==> config.mk <==
export PLATFORM = sky130hd
export DESIGN_NAME = alu_mul_sequencer_flat
export DESIGN_NICKNAME = d
export VERILOG_FILES = /design/src/rtl/alu_mul_sequencer_if.sv /design/src/rtl/alu_mul_sequencer.sv /design/src/flat_wrapper.sv
export SDC_FILE = /design/constraint.sdc
export NUM_CORES = 1
export LEC_CHECK = 0
export CORE_ASPECT_RATIO = 2
export CORE_MARGIN = 1.5
export CORE_UTILIZATION = 51
export DETAILED_ROUTE_END_ITERATION = 7
export GPL_TIMING_DRIVEN = 1
export HOLD_SLACK_MARGIN = 0.03
export MAX_ROUTING_LAYER = met4
export PLACE_DENSITY = 0.86
export SYNTH_ARGS = -nofsm -noshare
export SYNTH_HDL_FRONTEND = slang
export SYNTH_SLANG_ARGS = --single-unit
==> constraint.sdc <==
create_clock -name clk -period 3.68 [get_ports clk]
set_input_delay 0.368 -clock clk [delete_from_list [all_inputs] [get_ports clk]]
set_output_delay 0.368 -clock clk [all_outputs]
set_load 0.03 [all_outputs]
==> src/rtl/alu_mul_sequencer_if.sv <==
// alu_mul_sequencer_if
//   Bundles the request/result signals of the multiply sequencer together
//   with the operand/opcode/result lines of the shared combinational ALU.
//
//   Signals:
//     start, flush     : request and abort from the pipeline
//     op_a, op_b       : multiplicand and multiplier, captured on accept
//     busy, done       : sequencer status (done is a one-cycle pulse)
//     product          : registered low word of op_a*op_b
//     alu_control      : ALU opcode driven by the sequencer
//     alu_a, alu_b     : ALU operands driven by the sequencer
//     alu_result       : ALU result, returned in the same cycle
//
//   Modports:
//     slave  : the sequencer side
//     master : the pipeline/ALU environment side
interface alu_mul_sequencer_if #(
  parameter int WIDTH = 32
) ();
  logic             start;
  logic             flush;
  logic [WIDTH-1:0] op_a;
  logic [WIDTH-1:0] op_b;
  logic             busy;
  logic             done;
  logic [WIDTH-1:0] product;
  logic [3:0]       alu_control;
  logic [WIDTH-1:0] alu_a;
  logic [WIDTH-1:0] alu_b;
  logic [WIDTH-1:0] alu_result;

  modport slave (
    input  start, flush, op_a, op_b, alu_result,
    output busy, done, product, alu_control, alu_a, alu_b
  );

  modport master (
    output start, flush, op_a, op_b, alu_result,
    input  busy, done, product, alu_control, alu_a, alu_b
  );
endinterface

==> src/rtl/alu_mul_sequencer.sv <==
// alu_mul_sequencer
//   Computes the low WIDTH bits of op_a*op_b by driving the shared
//   combinational ALU through alternating ADD and shift-left steps.
//   The result is the same for signed and unsigned operands.
//
//   Ports:
//     clk    : system clock, rising edge
//     rst_n  : synchronous, active-low reset
//     bus    : alu_mul_sequencer_if.slave (start/flush/operands in,
//              busy/done/product out, ALU opcode/operands out,
//              ALU result in)
//
//   Optional build macro:
//     ALU_MUL_SEQ_EARLY_EXIT_EN : when defined, finish as soon as no
//     multiplier bits remain instead of always running WIDTH iterations.
module alu_mul_sequencer #(
  parameter int WIDTH = 32,
  parameter int CNT_W = 6
) (
  input  logic                 clk,
  input  logic                 rst_n,
  alu_mul_sequencer_if.slave   bus
);

  localparam logic [3:0] OP_NONE  = 4'b0000;
  localparam logic [3:0] OP_ADD   = 4'b0010;
  localparam logic [3:0] OP_SHIFT = 4'b1111;

  typedef enum logic [1:0] {
    IDLE  = 2'd0,
    ADD   = 2'd1,
    SHIFT = 2'd2,
    DONE  = 2'd3
  } state_t;

  state_t           state;
  state_t           next_state;
  logic [WIDTH-1:0] acc;
  logic [WIDTH-1:0] mcand;
  logic [WIDTH-1:0] mplier;
  logic [CNT_W-1:0] cnt;
  logic [WIDTH-1:0] product;
  logic             last_iter;
  logic             busy;
  logic             done;
  logic [3:0]       alu_control;
  logic [WIDTH-1:0] alu_a;
  logic [WIDTH-1:0] alu_b;

  // The SHIFT step is the final one either after WIDTH iterations or, with
  // early exit enabled, once the remaining multiplier bits are all zero.
`ifdef ALU_MUL_SEQ_EARLY_EXIT_EN
  assign last_iter = (cnt == CNT_W'(WIDTH - 1)) || ((mplier >> 1) == '0);
`else
  assign last_iter = (cnt == CNT_W'(WIDTH - 1));
`endif

  // Next-state and ALU steering. The ALU is only driven while busy so the
  // execute stage sees a quiet mux otherwise. Flush overrides every
  // transition so an aborted operation never reaches DONE.
  always_comb begin
    next_state  = state;
    busy        = 1'b0;
    done        = 1'b0;
    alu_control = OP_NONE;
    alu_a       = '0;
    alu_b       = '0;
    case (state)
      IDLE: begin
        if (bus.start) next_state = ADD;
      end
      ADD: begin
        busy        = 1'b1;
        alu_control = OP_ADD;
        alu_a       = acc;
        alu_b       = mplier[0] ? mcand : '0;
        next_state  = SHIFT;
      end
      SHIFT: begin
        busy        = 1'b1;
        alu_control = OP_SHIFT;
        alu_a       = mcand;
        alu_b       = WIDTH'(1);
        next_state  = last_iter ? DONE : ADD;
      end
      DONE: begin
        done       = 1'b1;
        next_state = bus.start ? ADD : IDLE;
      end
      default: next_state = IDLE;
    endcase
    if (bus.flush) next_state = IDLE;
  end

  // State and datapath registers. Data updates are suppressed on flush so
  // an abort in the final SHIFT cannot disturb the held product.
  always_ff @(posedge clk) begin
    if (!rst_n) begin
      state   <= IDLE;
      acc     <= '0;
      mcand   <= '0;
      mplier  <= '0;
      cnt     <= '0;
      product <= '0;
    end else begin
      state <= next_state;
      if (!bus.flush) begin
        case (state)
          IDLE, DONE: begin
            if (bus.start) begin
              mcand  <= bus.op_a;
              mplier <= bus.op_b;
              acc    <= '0;
              cnt    <= '0;
            end
          end
          ADD: begin
            acc <= bus.alu_result;
          end
          SHIFT: begin
            mcand  <= bus.alu_result;
            mplier <= mplier >> 1;
            cnt    <= cnt + CNT_W'(1);
            if (last_iter) product <= acc;
          end
          default: ;
        endcase
      end
    end
  end

  assign bus.busy        = busy;
  assign bus.done        = done;
  assign bus.product     = product;
  assign bus.alu_control = alu_control;
  assign bus.alu_a       = alu_a;
  assign bus.alu_b       = alu_b;

endmodule

==> src/flat_wrapper.sv <==
// flat-port wrapper written by rule: the top's interface ports become plain ports
module alu_mul_sequencer_flat 
#(
  parameter int WIDTH = 32,
  parameter int CNT_W = 6
)
  (clk, rst_n, bus_start, bus_flush, bus_op_a, bus_op_b, bus_alu_result, bus_busy, bus_done, bus_product, bus_alu_control, bus_alu_a, bus_alu_b);
  alu_mul_sequencer_if #(.WIDTH(WIDTH)) bus_i ();
  input  logic clk;
  input  logic rst_n;
  input wire logic [$bits(bus_i.start)-1:0] bus_start;
  input wire logic [$bits(bus_i.flush)-1:0] bus_flush;
  input wire logic [$bits(bus_i.op_a)-1:0] bus_op_a;
  input wire logic [$bits(bus_i.op_b)-1:0] bus_op_b;
  input wire logic [$bits(bus_i.alu_result)-1:0] bus_alu_result;
  output wire logic [$bits(bus_i.busy)-1:0] bus_busy;
  output wire logic [$bits(bus_i.done)-1:0] bus_done;
  output wire logic [$bits(bus_i.product)-1:0] bus_product;
  output wire logic [$bits(bus_i.alu_control)-1:0] bus_alu_control;
  output wire logic [$bits(bus_i.alu_a)-1:0] bus_alu_a;
  output wire logic [$bits(bus_i.alu_b)-1:0] bus_alu_b;
  assign bus_i.start = bus_start;
  assign bus_i.flush = bus_flush;
  assign bus_i.op_a = bus_op_a;
  assign bus_i.op_b = bus_op_b;
  assign bus_i.alu_result = bus_alu_result;
  assign bus_busy = bus_i.busy;
  assign bus_done = bus_i.done;
  assign bus_product = bus_i.product;
  assign bus_alu_control = bus_i.alu_control;
  assign bus_alu_a = bus_i.alu_a;
  assign bus_alu_b = bus_i.alu_b;
  alu_mul_sequencer #(.WIDTH(WIDTH), .CNT_W(CNT_W)) u_core (.clk(clk), .rst_n(rst_n), .bus(bus_i));
endmodule
# [Word level (Yosys, flattened, before mapping)]
# Index checks and enable logic that the tools add are counted.
[op_classes] bitwise=2 n_eq_ne=6 n_reduce_logical=9 n_mux=18 addsub=1
[ops] op="$pmux 32 s2" count=5
[ops] op="$mux 32" count=4
[ops] op="$pmux 6 s2" count=1
[ops] op="$reduce_and 3->1" count=3
[ops] op="$pmux 2 s4" count=1
[ops] op="$pmux 4 s2" count=1
[ops] op="$add 6x1->6 const B" count=1
[ops] op="$eq 6x5->1 const B" count=1
[ops] op="$mux 6" count=1
[ops] op="$reduce_or 2->1" count=3
[ops] op="$eq 2x2->1 const B" count=2
[ops] op="$mux 2" count=2
[ops] op="$ne 2x2->1 const B" count=2
[ops] op="$reduce_bool 2->1" count=2
[ops] op="$mux 1" count=3
[ops] op="$eq 2x1->1 const B" count=1
[ops] op="$logic_not 2->1" count=1
[ops] op="$not 1->1" count=2
[totals] output_inout_bits=102 ff_bits=136

# [Longest topological paths before layout]
# Gate-level depths: netlist (run 1).
[depth] depth_word=4 ltp_mapped=8 ltp_nobuf=5

# [Worst setup path before layout (run 1)]
# Ideal clock, no wire load.
[synth_path] kind="register to output" startpoint="register u_core.state[0]" endpoint="output bus_alu_a[0]" slack_ns=1.124 t_required_ns=3.312 path_stages_with_launch=8 path_buffers=3 t_arrival_ns=2.188 path_cell_list="dfxtp_1 inv_1 ha_1 buf_2 and2_1 clkbuf_1 clkbuf_1 a22o_1"
[synth_via] elab_chain_cells=2 elab_cells_between_ends=3 classes_between="eq/ne (2); mux (1)"
[synth_rtl] item="start: declaration" line_no="alu_mul_sequencer.sv:36" text="state_t state;"
[synth_rtl] item="start signal: assignment" line_no="alu_mul_sequencer.sv:106" text="state <= next_state;"
[synth_rtl] item="$eq 2x2->1 / $eq 2x1->1 (equally long branches)" line_no="alu_mul_sequencer.sv:68" text="case (state)"
[synth_rtl] item="$pmux 32 s2 (*)" line_no="alu_mul_sequencer.sv:68"
[synth_rtl] item="end: declaration" line_no="flat_wrapper.sv:20" text="output wire logic [$bits(bus_i.alu_a)-1:0] bus_alu_a;"
# Mark *: on every way between the ends. The rest lies on a longest branch, timed or not.

# [Final worst setup path (run 1)]
# Same ends and word-level chain as after synthesis.

==> results of run 1 <==
==> worst min-delay path: cells and delay by family (launching register included) <==
kind	cells	cell delay [ps]
muxes	1	50
DFF	1	310
and+or+nand+nor	1	50
==> routing by layer <==
layer	vias to the layer above	track usage	routed length, µm	part of all wire
met5	-	-	0	0
li1	3119	-	-	-
met1	3100	0.299	7390	0.36
met2	252	0.528	11200	0.55
met4	0	0.172	982	0.048
met3	60	0.0462	934	0.046
==> through the flow <==
step,cell area (µm²),std cells
final,9140,1102
after global routing,9140,1102
after CTS,9130,1100
after detailed placement,8510,1068
after global placement,8510,1068
after floorplan,6740,791
==> cells in the mapped netlist (all sizes together) <==
cell type	instances	area share
dfxtp	136	0.40
mux2i	98	0.15
o21ai	98	0.073
a21oi	96	0.071
nand2	68	0.038
or3	63	0.058
clkbuf	62	0.035
nand3	37	0.027
and2	33	0.031
a22o	32	0.042
buf	26	0.024
ha	6	0.011
a21boi	5	0.0056
inv	4	0.0022
a31oi	3	0.0028
nor2	3	0.0017
nor4	3	0.0050
o31ai	3	0.0033
or4	3	0.0033
nand3b	2	0.0022
nor2b	2	0.0019
and3	1	0.00093
nand2b	1	0.00093
nand4b	1	0.0013
o21ba	1	0.0015
o221a	1	0.0017
o311a	1	0.0015
or3b	1	0.0013
or4b	1	0.0015
==> state kept, by name, indices dropped and copies added (netlist names) <==
| register | count |
|---|---|
| u_core.bus.product | 32 |
| u_core.mplier | 32 |
| u_core.mcand | 32 |
| u_core.acc | 32 |
| u_core.cnt | 6 |
| u_core.state | 2 |
==> power by group <==
group	total [mW]	internal, mW	switching (mW)
Sequential	1.55	1.52	0.0320
Clock	1.80	1.10	0.697
Combinational	0.379	0.174	0.205
Total	3.73	2.79	0.934
==> worst paths after layout <==
check,slack [ps],to,startpoint
worst max register to register,1060,u_core.acc[21]$_SDFFE_PN0P_,u_core.state[0]$_SDFFE_PP0P_
worst min register to register,450,u_core.bus.product[12]$_SDFFE_PN0P_,u_core.bus.product[12]$_SDFFE_PN0P_
worst min-delay path,450,u_core.bus.product[12]$_SDFFE_PN0P_,u_core.bus.product[12]$_SDFFE_PN0P_
worst max-delay path,600,bus_alu_a[0],u_core.state[0]$_SDFFE_PP0P_
==> kinds of logic (layout without fill, tap and decap cells) <==
logic type,count (synthesis),in the layout,synth area share
other cells,0,2,0
flops,136,136,0.404
mux,98,98,0.147
fa+ha+maj,6,6,0.0111
simple gates,219,219,0.175
compound gates,240,240,0.202
buf+inv,92,249,0.0609
==> area by class of cell <==
class	instances	area [µm²]
multi-input combinational	563	3630
fill	1025	3780
inverter	4	15.0
timing repair buffer	213	1950
sequential	136	2720
clock buffer	18	439
clock inverter	14	185
tap	152	190
antenna	2	5.00
==> impl_metrics.env, run 1 <==
export IMPL_reg2regPathDepth=5
export IMPL_vias=6531
export IMPL_wirelength_um=20500
export IMPL_drive_gt1_frac=0.123
export IMPL_setup_viol=0
export IMPL_criticalPathCategory="flop to primary output"
export IMPL_viasPerCell=5.93
export IMPL_period_share=0.836
export IMPL_die_h_um=166
export IMPL_clockBufferDepth=2
export IMPL_syn_nets=897
export IMPL_syn_avg_cell_area_um2=8.52
export IMPL_final_cell_mix="136 x clkdlybuf4s50_1, 136 x dfxtp_1, 98 x o21ai_0, 96 x mux2i_1, 96 x a21oi_1"
export IMPL_port_buffers=201
export IMPL_grt_overflow=0
export IMPL_io_pins=202
export IMPL_cts_resized=0
export IMPL_drtPass1Iterations=5
export IMPL_worstMarginPinSlew_ps=915
export IMPL_hp_class="flop to flop"
export IMPL_htreeDepth=4
export IMPL_postRouteAntennaNets=0
export IMPL_fin_skew_ps=8.93
export IMPL_cts_hold_buf=0
export IMPL_min_period_ps=3080
export IMPL_start_kind="flop"
export IMPL_crit_path_cell_trace="inv_1 > ha_1 > and2_1 > buf_4 > a22o_1 > buf_4"
export IMPL_synth_distinct_cells=36
export IMPL_status="completed"
export IMPL_cts_buffers=17
export IMPL_synthCells=791
export IMPL_layout_setup_ws_ps=602
export IMPL_crit_family="buffers and inverters"
export IMPL_drc=0
export IMPL_fmax_mhz=325
export IMPL_postCtsSetupBuffers=0
export IMPL_grt_pass1_wl_um=31600
export IMPL_slowest_stage="ha_1"
export IMPL_nNetsFinal=1041
export IMPL_power_total_mw=3.73
export IMPL_coreArea_um2=12900
export IMPL_rsz0062_at_grt="false"
export IMPL_maxCapViolCount=0
export IMPL_start_util=0.522
export IMPL_ys_ff_latch=136
export IMPL_cp_common_cell="buf_4"
export IMPL_synth_area_um2=6740
export IMPL_holdWs_ps=453
export IMPL_cts_tree="done"
export IMPL_irDropWorstVdd_mv=0.338
export IMPL_cts_sinks=136
export IMPL_num_rows=59
export IMPL_power_density_nw_per_um2=408
export IMPL_fp_dieW_um=84.3
export IMPL_hold_depth=2
export IMPL_track_usage=0.294
export IMPL_insertion_delay_ps=420
export IMPL_relSlewSlack=0.377
export IMPL_cp_required_ps=3310
export IMPL_grt_pass1_vias=6328
export IMPL_dp_slack_ps=1040
export IMPL_cts_clk_slew_worst_paths_ps=60
export IMPL_clock_root_buffer="clkbuf_16"
export IMPL_antenna_found_initial=2
export IMPL_yosysSeqAreaShare=0.404
export IMPL_crit_buf_inv=3
export IMPL_final_hold_violation_count=0
export IMPL_gp_congestion=0.913
export IMPL_yosys_warnings=0
export IMPL_p_leak_nw=3.12
export IMPL_syn_to_final_growth_pct=35.6
export IMPL_grt_start_max_net_pins=100
export IMPL_slowest_delay_ps=610
export IMPL_fp_dieArea_um2=14000
export IMPL_final_util=0.707
export IMPL_crit_arrival_ps=2710
export IMPL_dpl_hpwl_um=13800
export IMPL_finalMaxSlewViolations=0
export IMPL_crit_fanout=25
export IMPL_wl_per_cell_um=18.6
export IMPL_final_setup_tns_ps=0
export IMPL_end_kind="primary output"
export IMPL_drtIter0Drc=411
export IMPL_cp_num_cells=6
Power figures use the tool's default switching activity.
==> run 2: changes to the inputs <==
--- a/config.mk
+++ b/config.mk
@@ -7,12 +7,12 @@
 export LEC_CHECK = 0
 export CORE_ASPECT_RATIO = 2
 export CORE_MARGIN = 1.5
-export CORE_UTILIZATION = 51
+export CORE_UTILIZATION = 43
 export DETAILED_ROUTE_END_ITERATION = 7
 export GPL_TIMING_DRIVEN = 1
 export HOLD_SLACK_MARGIN = 0.03
 export MAX_ROUTING_LAYER = met4
-export PLACE_DENSITY = 0.86
+export PLACE_DENSITY = 0.77
 export SYNTH_ARGS = -nofsm -noshare
 export SYNTH_HDL_FRONTEND = slang
 export SYNTH_SLANG_ARGS = --single-unit
==> constraint.sdc (replaced) <==
create_clock -name clk -period 2.65 [get_ports clk]
set_input_delay 0.265 -clock clk [delete_from_list [all_inputs] [get_ports clk]]
set_output_delay 0.265 -clock clk [all_outputs]
set_load 0.03 [all_outputs]
==> run 2 against run 1 <==
- total power grew 37%
- global-route usage shrank 4.1 points
- critical path depth is the same
- die area grew 18%
- cell count grew 4.9%
==> impl_metrics.env, run 2 (synthesis gave the netlist of run 1 again) <==
export IMPL_status="completed"
export IMPL_die_h_um=180
export IMPL_end_kind="primary output"
export IMPL_routed_wl_met2_um=10900
export IMPL_layout_setup_ws_ps=208
export IMPL_slowest_delay_ps=360
export IMPL_wl_per_cell_um=17.6
export IMPL_fin_skew_ps=8.34
export IMPL_cts_tree="done"
export IMPL_min_period_ps=2440
export IMPL_cts_sinks=136
export IMPL_holdWs_ps=412
export IMPL_rsz0062_at_grt="false"
export IMPL_p_leak_nw=3.20
export IMPL_io_pins=202
export IMPL_cts_hold_buf=0
export IMPL_setup_viol=0
export IMPL_grt_pass1_wl_um=31800
export IMPL_cts_clk_slew_worst_paths_ps=60
export IMPL_maxCapViolCount=0
export IMPL_htreeDepth=4
export IMPL_postCtsSetupBuffers=0
export IMPL_wirelength_um=20300
export IMPL_final_util=0.613
export IMPL_postRouteAntennaNets=0
export IMPL_relSlewSlack=0.504
export IMPL_syn_to_final_growth_pct=39.1
export IMPL_place_area_um2=8750
export IMPL_dp_slack_ps=257
export IMPL_grt_start_max_net_pins=73
export IMPL_coreArea_um2=15300
export IMPL_drtPass1Iterations=5
export IMPL_clockBufferDepth=2
export IMPL_fin_cells=1156
export IMPL_drc=0
export IMPL_dpl_hpwl_um=14100
export IMPL_crit_fanout=32
export IMPL_finalMaxSlewViolations=0
export IMPL_crit_path_cell_trace="inv_1 > ha_4 > and2_1 > buf_12 > a22o_1 > buf_4"
export IMPL_wl_met1_um=7490
export IMPL_dp_cells=1123
export IMPL_worstMarginPinSlew_ps=743
export IMPL_irDropWorstVdd_mv=0.451
export IMPL_cts_buffers=17
export IMPL_final_area_um2=9380
export IMPL_power_density_nw_per_um2=543
export IMPL_slowest_stage="ha_4"
export IMPL_gp_congestion=0.899
export IMPL_criticalPathCategory="flop to primary output"
export IMPL_fp_dieArea_um2=16500
export IMPL_viasPerCell=5.57
export IMPL_power_total_mw=5.09
export IMPL_vias=6440
export IMPL_final_hold_violation_count=0
export IMPL_insertion_delay_ps=410
export IMPL_drive_gt1_frac=0.135
export IMPL_cp_required_ps=2380
export IMPL_grt_pass1_vias=6268
export IMPL_nNetsFinal=1050
export IMPL_period_share=0.922
export IMPL_hp_class="input port to flop"
export IMPL_start_kind="flop"
export IMPL_fmax_mhz=409
export IMPL_start_util=0.441
export IMPL_num_rows=64
export IMPL_fp_dieW_um=91.5
export IMPL_routed_top_layer="met4"
export IMPL_drtIter0Drc=351
export IMPL_wl_met3_um=839
export IMPL_track_usage=0.252
export IMPL_final_setup_tns_ps=0
export IMPL_clock_root_buffer="clkbuf_16"
export IMPL_port_buffers=201
export IMPL_antenna_found_initial=1
export IMPL_grt_overflow=0
export IMPL_final_cell_mix="135 x clkdlybuf4s50_1, 135 x dfxtp_1, 98 x o21ai_0, 96 x mux2i_1, 96 x a21oi_1"
export IMPL_crit_arrival_ps=2180
[run 2: worst max-delay path, delay by kind of cell, from the launching register on]
family,cells,cell delay [ps]
buffers and inverters,3,590
AO/OA/AOI/OAI,1,230
flip-flops,1,350
AND/OR/NAND/NOR,1,220
adder cells (fa/ha/maj),1,360
[run 2: routing by layer]
| layer | vias to the layer above | global-route usage |
|---|---|---|
| li1 | 3127 | - |
| met1 | 3033 | 0.254 |
| met2 | 218 | 0.448 |
| met3 | 62 | 0.0405 |
| met4 | 0 | 0.153 |
| met5 | - | - |
[run 2: final timing paths]
path	startpoint	cells past startpoint	slack (ps)	end
setup / recovery	u_core.state[0]$_SDFFE_PP0P_	6	210	bus_alu_a[22]
hold / removal	bus_flush	2	410	u_core.state[1]$_SDFFE_PP0P_
setup reg to reg	u_core.state[0]$_SDFFE_PP0P_	6	450	u_core.mcand[31]$_SDFFE_PN0P_
hold reg to reg	u_core.bus.product[13]$_SDFFE_PN0P_	2	450	u_core.bus.product[13]$_SDFFE_PN0P_
[run 2: power by group]
| group | switching [mW] | internal (mW) |
|---|---|---|
| clock | 0.957 | 1.43 |
| combinational | 0.291 | 0.266 |
| sequential | 0.0410 | 2.10 |
| total | 1.29 | 3.81 |
[run 2: cell type report]
type / instances / area, µm²
Tap cell: 198 / 248
Timing Repair Buffer: 222 / 2140
Antenna cell: 1 / 2.50
Clock buffer: 18 / 439
Inverter: 4 / 16.3
Multi-Input combinational cell: 563 / 3650
Fill cell: 1340 / 5920
Clock inverter: 14 / 160
Sequential cell: 136 / 2720
[run 2: what timing repair did]
action	4_1_cts	5_1_grt
pin swaps	0	0
resized for setup	2	4
endpoints found under the setup margin	65	47
==> run 3: changes to the inputs <==
--- a/config.mk
+++ b/config.mk
@@ -7,12 +7,11 @@
 export LEC_CHECK = 0
 export CORE_ASPECT_RATIO = 2
 export CORE_MARGIN = 1.5
-export CORE_UTILIZATION = 43
+export CORE_UTILIZATION = 23
 export DETAILED_ROUTE_END_ITERATION = 7
 export GPL_TIMING_DRIVEN = 1
 export HOLD_SLACK_MARGIN = 0.03
 export MAX_ROUTING_LAYER = met4
-export PLACE_DENSITY = 0.77
 export SYNTH_ARGS = -nofsm -noshare
 export SYNTH_HDL_FRONTEND = slang
 export SYNTH_SLANG_ARGS = --single-unit
==> run 3 against run 2 <==
- cell count grew 15%
- final area grew 2.8%
- clock-buffer cell count grew 2
- first-iteration DRC count shrank 21%
- largest cell class unchanged
- combinational power grew 2%
==> impl_metrics.env, run 3 (synthesis gave the netlist of run 1 again) <==
export IMPL_p_leak_nw=3.21
export IMPL_rsz0062_at_grt="false"
export IMPL_final_setup_tns_ps=0
export IMPL_crit_fanout=19
export IMPL_drc=0
export IMPL_fmax_mhz=394
export IMPL_postCtsSetupBuffers=0
export IMPL_min_period_ps=2540
export IMPL_final_hold_violation_count=0
export IMPL_insertion_delay_ps=440
export IMPL_slowest_stage="dfxtp_1"
export IMPL_wirelength_um=24500
export IMPL_viasPerCell=4.91
export IMPL_fp_dieW_um=124
export IMPL_status="completed"
export IMPL_worstMarginPinSlew_ps=783
export IMPL_io_pins=202
export IMPL_power_density_nw_per_um2=541
export IMPL_setup_viol=0
export IMPL_drtPass1Iterations=5
export IMPL_clock_root_buffer="clkbuf_16"
export IMPL_grt_overflow=0
export IMPL_die_h_um=245
export IMPL_finalMaxSlewViolations=0
export IMPL_clockBufferDepth=2
export IMPL_gp_congestion=0.863
export IMPL_layout_commonest_cell="dfxtp_1"
export IMPL_cp_required_ps=2380
export IMPL_nFillCells=3028
export IMPL_start_util=0.234
export IMPL_grt_start_max_net_pins=81
export IMPL_combPwrFrac=0.109
export IMPL_dpl_hpwl_um=17500
export IMPL_final_cell_mix="135 x dfxtp_1, 133 x clkdlybuf4s50_1, 98 x o21ai_0, 96 x mux2i_1, 96 x a21oi_1"
export IMPL_maxCapViolCount=0
export IMPL_drtIter0Drc=276
export IMPL_irDropWorstVdd_mv=0.427
export IMPL_crit_path_cell_trace="inv_1 > ha_4 > and2_1 > buf_6 > a22o_1 > buf_4"
export IMPL_p_seq_frac=0.412
export IMPL_nNetsFinal=1052
export IMPL_relSlewSlack=0.478
export IMPL_grt_pass1_vias=6481
export IMPL_busiest_layer="met2"
export IMPL_hp_class="input port to flop"
export IMPL_cts_hold_buf=0
export IMPL_drive_gt1_frac=0.138
export IMPL_cts_clk_slew_worst_paths_ps=60
export IMPL_swShare=0.250
export IMPL_criticalPathCategory="flop to primary output"
export IMPL_cts_sinks=136
export IMPL_port_buffers=201
export IMPL_fp_dieArea_um2=30400
export IMPL_net_switching_power_mw=1.30
export IMPL_coreArea_um2=28800
export IMPL_fin_skew_ps=5.72
export IMPL_num_rows=88
export IMPL_period_share=0.958
export IMPL_grt_pass1_wl_um=36100
export IMPL_start_kind="flop"
export IMPL_crit_arrival_ps=2270
export IMPL_htreeDepth=4
export IMPL_slowest_delay_ps=460
export IMPL_track_usage=0.166
export IMPL_syn_to_final_growth_pct=43.0
export IMPL_postRouteAntennaNets=0
export IMPL_antenna_found_initial=5
export IMPL_cts_tree="done"
export IMPL_clockPowerShare=0.479
export IMPL_use_met2=0.293
export IMPL_p_int_mw=3.92
export IMPL_grt_use_met3=0.0279
export IMPL_holdWs_ps=357
export IMPL_vias=6502
export IMPL_end_kind="primary output"
export IMPL_gr_usage_met1=0.157
export IMPL_cts_buffers=17
export IMPL_wl_per_cell_um=18.5
run 3: cell types whose count changed in the layout (fill, tap and decap cells not counted), moves of 2 or more:
cell / change
inv_6: -6
diode_2: +4
clkinv_2: +3
buf_4: +2
clkbuf_8: +2
clkdlybuf4s50_1: -2
dlygate4sd2_1: +2
run 3: what timing repair did:
item | CTS | global route
setup endpoints to repair | 61 | 62
cloned | 0 | 0
resized for setup | 5 | 4
run 3: power by group through the flow:
stage          Clock, mW  Sequential (mW)  Combinational, mW
6_report            2.50             2.15              0.570
5_1_grt             2.65             2.15              0.620
4_1_cts             2.59             2.15              0.571
3_5_place_dp           0             2.19              0.570
3_3_place_gp           0             2.19              0.563
2_1_floorplan          0             2.17              0.293
run 3: critical path: cells and delay by family (launching register included):
| family | cells | cell delay, ps |
|---|---|---|
| and+or+nand+nor | 1 | 190 |
| adders and majority gates | 1 | 380 |
| buffers and inverters | 3 | 590 |
| AOI/OAI and AO/OA | 1 | 200 |
| DFF | 1 | 460 |
run 3: worst paths after layout:
check                                           start                                  end  slack (ps)  depth (start not counted)
setup / recovery         u_core.state[1]$_SDFFE_PP0P_                         bus_alu_a[1]         110                          6
hold / removal                                  rst_n        u_core.mcand[14]$_SDFFE_PN0P_         360                          3
setup reg to reg         u_core.state[1]$_SDFFE_PP0P_        u_core.mplier[3]$_SDFFE_PN0P_         450                          6
hold reg to reg   u_core.bus.product[29]$_SDFFE_PN0P_  u_core.bus.product[29]$_SDFFE_PN0P_         460                          2
run 3: per-stage QoR:
stage               total power [mW]  utilization  area (µm²)  cells  setup slack [ps]
global route                    5.42        0.334        9640   1324              24.1
CTS                             5.31        0.333        9600   1319              15.8
detailed placement              2.76        0.311        8980   1287               318
floorplan                       2.47            -        6740    791               197
finish                          5.22        0.334        9640   1324               111
global placement                2.75        0.311        8980   1287               422
run 3: metal layers:
metal | routed length (µm) | share of wire | vias to the layer above
met5 | 0 | 0 | -
met4 | 1600 | 0.065 | 0
met3 | 964 | 0.039 | 71
met2 | 13200 | 0.54 | 199
met1 | 8740 | 0.36 | 3096
li1 | - | - | 3136
run 3: area by class of cell:
class,instances,area (µm²),area share
inverters,4,16.3,0.00169
diodes,5,12.5,0.00130
clock buffers,20,467,0.0484
multi-input cells,563,3660,0.379
flip-flops and latches,136,2720,0.283
clock inverters,12,149,0.0154
well taps,360,450,0.0467
repair buffers,224,2160,0.224
